File: src/rtl/ifetch_pkg.sv
// Shared types and constants for the instruction fetch unit.
`timescale 1ns/1ps
package ifetch_pkg;

  localparam int XLEN        = 32;
  localparam int INSTR_BYTES = 4;

  // One prefetched instruction together with the address it came from.
  typedef struct packed {
    logic [XLEN-1:0] pc;
    logic [XLEN-1:0] instr;
  } fetch_entry_t;

  // Force a byte address onto an instruction-word boundary.
  function automatic logic [XLEN-1:0] align_pc(input logic [XLEN-1:0] pc);
    align_pc = pc & ~(XLEN'(INSTR_BYTES) - XLEN'(1));
  endfunction

endpackage

File: src/rtl/ifetch_fifo.sv
// Prefetch queue: DEPTH entries of fetch_entry_t with a synchronous flush.
// Pointers wrap naturally because DEPTH is a power of two.
`timescale 1ns/1ps
module ifetch_fifo
  import ifetch_pkg::*;
#(
  parameter int DEPTH = 4
) (
  input  logic                       clk,
  input  logic                       reset,
  input  logic                       i_flush,
  input  logic                       i_push,
  input  logic                       i_pop,
  input  fetch_entry_t               i_wdata,
  output fetch_entry_t               o_rdata,
  output logic [$clog2(DEPTH+1)-1:0] o_count
);

  localparam int PTR_W = $clog2(DEPTH);
  localparam int CNT_W = $clog2(DEPTH+1);

  fetch_entry_t     r_mem [DEPTH];
  logic [PTR_W-1:0] r_head;
  logic [PTR_W-1:0] r_tail;
  logic [CNT_W-1:0] r_count;

  // Entry storage: write the incoming entry at the tail slot.
  always_ff @(posedge clk or posedge reset) begin
    if (reset) begin
      for (int i = 0; i < DEPTH; i++) begin
        r_mem[i] <= '0;
      end
    end else if (i_push && !i_flush) begin
      r_mem[r_tail] <= i_wdata;
    end
  end

  // Head/tail pointers: flush rewinds both, otherwise advance per push/pop.
  always_ff @(posedge clk or posedge reset) begin
    if (reset) begin
      r_head <= '0;
      r_tail <= '0;
    end else if (i_flush) begin
      r_head <= '0;
      r_tail <= '0;
    end else begin
      if (i_push) begin
        r_tail <= r_tail + PTR_W'(1);
      end
      if (i_pop) begin
        r_head <= r_head + PTR_W'(1);
      end
    end
  end

  // Occupancy: simultaneous push and pop leave the count unchanged.
  always_ff @(posedge clk or posedge reset) begin
    if (reset) begin
      r_count <= '0;
    end else if (i_flush) begin
      r_count <= '0;
    end else begin
      case ({i_push, i_pop})
        2'b10:   r_count <= r_count + CNT_W'(1);
        2'b01:   r_count <= r_count - CNT_W'(1);
        default: r_count <= r_count;
      endcase
    end
  end

  assign o_rdata = r_mem[r_head];
  assign o_count = r_count;

endmodule

File: src/rtl/ifetch_unit.sv
// Instruction fetch unit: sequential fetch into a prefetch queue, with
// redirect (flush + restart) taking priority over enqueue and pop.
// Optional macro IFETCH_MISALIGN_EN enables the sticky misaligned-redirect
// fault; when undefined, fault is tied low and low address bits are dropped.
`timescale 1ns/1ps
module ifetch_unit
  import ifetch_pkg::*;
#(
  parameter int          DEPTH    = 4,
  parameter logic [31:0] RESET_PC = 32'h0000_0000
) (
  input  logic        clk,
  input  logic        reset,
  output logic [31:0] imem_a,
  input  logic [31:0] imem_rd,
  input  logic        redirect,
  input  logic [31:0] redirect_pc,
  output logic        instr_valid,
  input  logic        instr_ready,
  output logic [31:0] instr,
  output logic [31:0] instr_pc,
  output logic        fault
);

  localparam int CNT_W = $clog2(DEPTH+1);

  logic [XLEN-1:0]  r_fetch_pc;
  logic [CNT_W-1:0] w_count;
  fetch_entry_t     w_head;
  fetch_entry_t     w_wdata;
  logic             w_valid;
  logic             w_push;
  logic             w_pop;
  logic             w_fault;
  logic [XLEN-1:0]  w_redirect_aligned;

  assign w_redirect_aligned = align_pc(redirect_pc);
  assign w_valid            = (w_count != CNT_W'(0));
  assign w_wdata            = '{pc: r_fetch_pc, instr: imem_rd};

  // Handshake control: redirect voids both enqueue and pop this cycle.
  always_comb begin
    w_pop  = 1'b0;
    w_push = 1'b0;
    if (redirect) begin
      w_pop  = 1'b0;
      w_push = 1'b0;
    end else begin
      w_pop  = w_valid && instr_ready;
      w_push = ((w_count < CNT_W'(DEPTH)) || w_pop) && !w_fault;
    end
  end

  // Fetch address: reload on redirect, step one word per enqueue (wraps at 2^32).
  always_ff @(posedge clk or posedge reset) begin
    if (reset) begin
      r_fetch_pc <= RESET_PC;
    end else if (redirect) begin
      r_fetch_pc <= w_redirect_aligned;
    end else if (w_push) begin
      r_fetch_pc <= r_fetch_pc + XLEN'(INSTR_BYTES);
    end else begin
      r_fetch_pc <= r_fetch_pc;
    end
  end

`ifdef IFETCH_MISALIGN_EN
  logic r_fault;

  // Sticky fault: every redirect re-evaluates it from the target alignment.
  always_ff @(posedge clk or posedge reset) begin
    if (reset) begin
      r_fault <= 1'b0;
    end else if (redirect) begin
      r_fault <= (redirect_pc[1:0] != 2'b00);
    end else begin
      r_fault <= r_fault;
    end
  end

  assign w_fault = r_fault;
`else
  assign w_fault = 1'b0;
`endif

  ifetch_fifo #(
    .DEPTH (DEPTH)
  ) u_fifo (
    .clk     (clk),
    .reset   (reset),
    .i_flush (redirect),
    .i_push  (w_push),
    .i_pop   (w_pop),
    .i_wdata (w_wdata),
    .o_rdata (w_head),
    .o_count (w_count)
  );

  assign imem_a      = r_fetch_pc;
  assign instr_valid = w_valid;
  assign instr       = w_valid ? w_head.instr : 32'h0000_0000;
  assign instr_pc    = w_valid ? w_head.pc    : 32'h0000_0000;
  assign fault       = w_fault;

endmodule

File: config.mk
export PLATFORM = sky130hd
export DESIGN_NAME = ifetch_unit
export DESIGN_NICKNAME = d
export VERILOG_FILES = /design/src/rtl/ifetch_pkg.sv /design/src/rtl/ifetch_fifo.sv /design/src/rtl/ifetch_unit.sv
export SDC_FILE = /design/constraint.sdc
export NUM_CORES = 1
export LEC_CHECK = 0
export CAP_MARGIN = 20
export CORE_MARGIN = 3
export CORE_UTILIZATION = 51
export CTS_CLUSTER_SIZE = 16
export DETAILED_ROUTE_END_ITERATION = 7
export MAX_ROUTING_LAYER = met4
export PLACE_DENSITY = 0.77
export SETUP_SLACK_MARGIN = 0.5
export SYNTH_ARGS = -nofsm -noshare
export SYNTH_HDL_FRONTEND = slang
export SYNTH_SLANG_ARGS = --single-unit
export TNS_END_PERCENT = 10
File: constraint.sdc
create_clock -name clk -period 8.4 [get_ports clk]
set_clock_uncertainty 0.05 [all_clocks]
set_input_delay 1.26 -clock clk [delete_from_list [all_inputs] [get_ports clk]]
set_output_delay 1.26 -clock clk [all_outputs]
set_load 0.02 [all_outputs]
==> run_results.csv <==
group,metric,value,unit
status,status,"completed",
power_and_ir_drop,powerDensity,358,nW/um^2
logic_synthesis,ys_types,40,
floorplanning,die_h,168,um
route,final_antenna_net_count,0,
cells_and_area,fill_cells,1910,
cts,post-cts-setup-buffer-count,0,
critical_path,cp-end-kind,"primary output",
cells_and_area,area_delta_synth_final,21.3,%
route,drt_iter0_drc,513,
worst_hold_path,whs_endpoint,"u_fifo.r_mem[82]",
cts,cts_resized,0,
floorplanning,die_area,28100,um^2
critical_path,r2r_cells,5,
logic_synthesis,yosysWarnings,0,
placement,gp_congestion,0.768,
power_and_ir_drop,p_total,0.00577,W
worst_hold_path,hold_path.startpoint,"u_fifo.r_mem[82]",
cts,cts_tree,"yes",
critical_path,cp_data_required_time,7090,ps
sta,finalHoldViolations,0,
floorplanning,initial_core_util,52.4,%
critical_path,r2r_setup_slack,5460,ps
sta,fin_crit,4690,ps
sta,fin_crit_sh,55.9,%
critical_path,rr_startpoint,"u_fifo.o_count[2]",
logic_synthesis,avgSynthCellArea,14.1,um^2
logic_synthesis,yosys-top-cells-area,"dfrtp_1 54%, mux2_2 21%, mux4_2 10%, and2_1 3.1%, clkbuf_1 1.6%",
critical_path,crit_buf_inv,2,
logic_synthesis,synth_top_area_share,53.6,%
worst_hold_path,worst_hold_path_type,"reg -> reg",
logic_synthesis,yosysSeqAreaShare,53.6,%
cells_and_area,fin_nets,1144,
floorplanning,io_pins,166,
grt,grt_max_degree,84,
critical_path,start_kind,"flip-flop",
critical_path,cp_max_fo,35,
logic_synthesis,synth.most_common_cell,"dfrtp_1",
logic_synthesis,async_reset_ff_share,100,%
cts,cts_hold_buf,0,
sta,rsz0062_at_grt,"false",
logic_synthesis,synthesis.instances,944,
sta,final-setup-viol-count,0,
route,wl,29.4,mm
sta,max-slew-margin-rel,40.1,%
logic_synthesis,synthTopCellsByCount,"285 x dfrtp_1, 248 x mux2_2, 65 x and2_1",
worst_hold_path,hold_depth,1,
route,viasPerCell,5.82,
cells_and_area,drive_gt1_share,35.8,%
cts,cts_buffers,30,
cts,cts_sinks,285,
sta,finalMaxSlewViolations,0,
sta,worst_hold_slack,449,ps
grt,antenna_found_initial,1,
grt,grt_overflow,0,
critical_path,worst_path_largest_cell_delay,810,ps
sta,worst_slew_pin_slew,897,ps
critical_path,critPathKind,"reg -> out",
logic_synthesis,yosysTopAreaCell,"dfrtp_1",
placement,dpl_cell_area,15100,um^2
critical_path,cp.arrival,3380,ps
logic_synthesis,synth_top_flop_cell,"dfrtp_1",
grt,grt_first_pass_wirelength,48.4,mm
cts,cts.clk_slew.worst_paths,60,ps
sta,setup_slack,3710,ps
floorplanning,placementRows,58,
route,drt-wirelength-per-cell,20.6,um
power_and_ir_drop,p_leak,6.57,nW
critical_path,cp_top_family,"buffers and inverters",
critical_path,crit_chain,"buf_4 > mux4_2 > and2_1 > clkdlybuf4s50_1",
sta,fmax,0.213,GHz
cts,clock_latency,550,ps
job,cap_violations,0,
route,vias,8288,
floorplanning,fp.dieW,168,um
grt,track_usage,21.8,%
cells_and_area,final_area,16100,um^2
floorplanning,core,25400,um^2
placement,io_buffers,158,
grt,grt_pass1_vias,8843,
cts,clk_path_buf_depth,3,
route,route.detailed.drc,0,
route,dr.pass1.iters,4,
placement,dp_slack,4030,ps
critical_path,r2r-end,"u_fifo.r_mem[73]",
cts,cts_root_buf,"clkbuf_16",
logic_synthesis,synth-edff-count,0,
power_and_ir_drop,peakVddDrop,0.000255,V
logic_synthesis,synth_area,13300,um^2
logic_synthesis,ys_ff_latch,285,
critical_path,critPathSlowestCell,"dfrtp_4",
placement,hpwl,17.9,mm
cts,h-tree-depth,1,
sta,tns,0,ps
[layout by cell type (no fill, tap or decap), drive strengths merged, types with 13 or more instances in the layout]
cell type      instances
o21ai                 13
nand3                 14
clkbuf                43
mux4                  62
clkdlybuf4s50        158
dfrtp                285
and2                  65
a31oi                 13
buf                   14
nand4                 16
mux2                 248
nor2                  22
nand2                 35
[registers in the layout, summed over array words and instances, names as in the netlist]
signal	flops
u_fifo.r_mem	248
imem_a	30
u_fifo.o_count	3
u_fifo.r_head	2
u_fifo.r_tail	2
[cell type report]
class                           instances  area, um^2  share of cell area (%)
Sequential cell                       285        7140                    44.2
Multi-Input combinational cell        570        5810                    36.0
Timing Repair Buffer                  172        1730                    10.7
Clock buffer                           43         891                    5.52
Tap cell                              330         413                    2.56
Clock inverter                         13         121                   0.752
Inverter                               10        41.3                   0.256
Antenna cell                            1        2.50                  0.0155
[power by group]
group	switching (W)	leakage (nW)	internal, W
logic	0.000887	2.67	0.00125
registers	0.000352	3.39	0.00196
clock network	0.000529	0.506	0.000796
[worst max path at each step]
stage                startpoint                end  slack, ps  cells after the start
2_1_floorplan             reset         imem_a[10]       3310                      1
3_3_place_gp        instr_ready  u_fifo.r_mem[193]       4020                      6
3_5_place_dp        instr_ready  u_fifo.r_mem[239]       4030                      6
4_1_cts        u_fifo.r_head[1]       instr_pc[12]       3630                      4
5_1_grt        u_fifo.r_head[1]       instr_pc[12]       3540                      4
6_report       u_fifo.r_head[1]       instr_pc[12]       3710                      4
[layer usage]
metal / up-vias / part of all wire, % / wire length [um] / global-route usage [%]
met4: 0 / 1.6 / 481 / 4.06
li1: 3694 / - / - / -
met1: 4358 / 44 / 13100 / 29.4
met2: 193 / 50 / 14600 / 36.2
met5: - / 0 / 0 / -
met3: 43 / 4.1 / 1210 / 2.86
[metrics by stage]
step	utilization, %	instances
after floorplan	-	948
after global routing	63.6	1424
after global placement	59.3	1365
after CTS	63.3	1421
final	63.6	1424
after detailed placement	59.3	1365
[logic make-up (layout without fill, tap and decap cells)]
| group | after synthesis | count (layout) | synth area share, % |
|---|---|---|---|
| buf+inv | 93 | 238 | 2.99 |
| mux | 312 | 312 | 31.6 |
| simple gates | 183 | 183 | 7.75 |
| other cells | 1 | 6 | 0.0282 |
| flops | 285 | 285 | 53.6 |
| xor+xnor | 14 | 14 | 0.921 |
| fa+ha+maj | 7 | 7 | 0.658 |
| compound gates | 49 | 49 | 2.45 |
(Power assumes the default switching activity.)
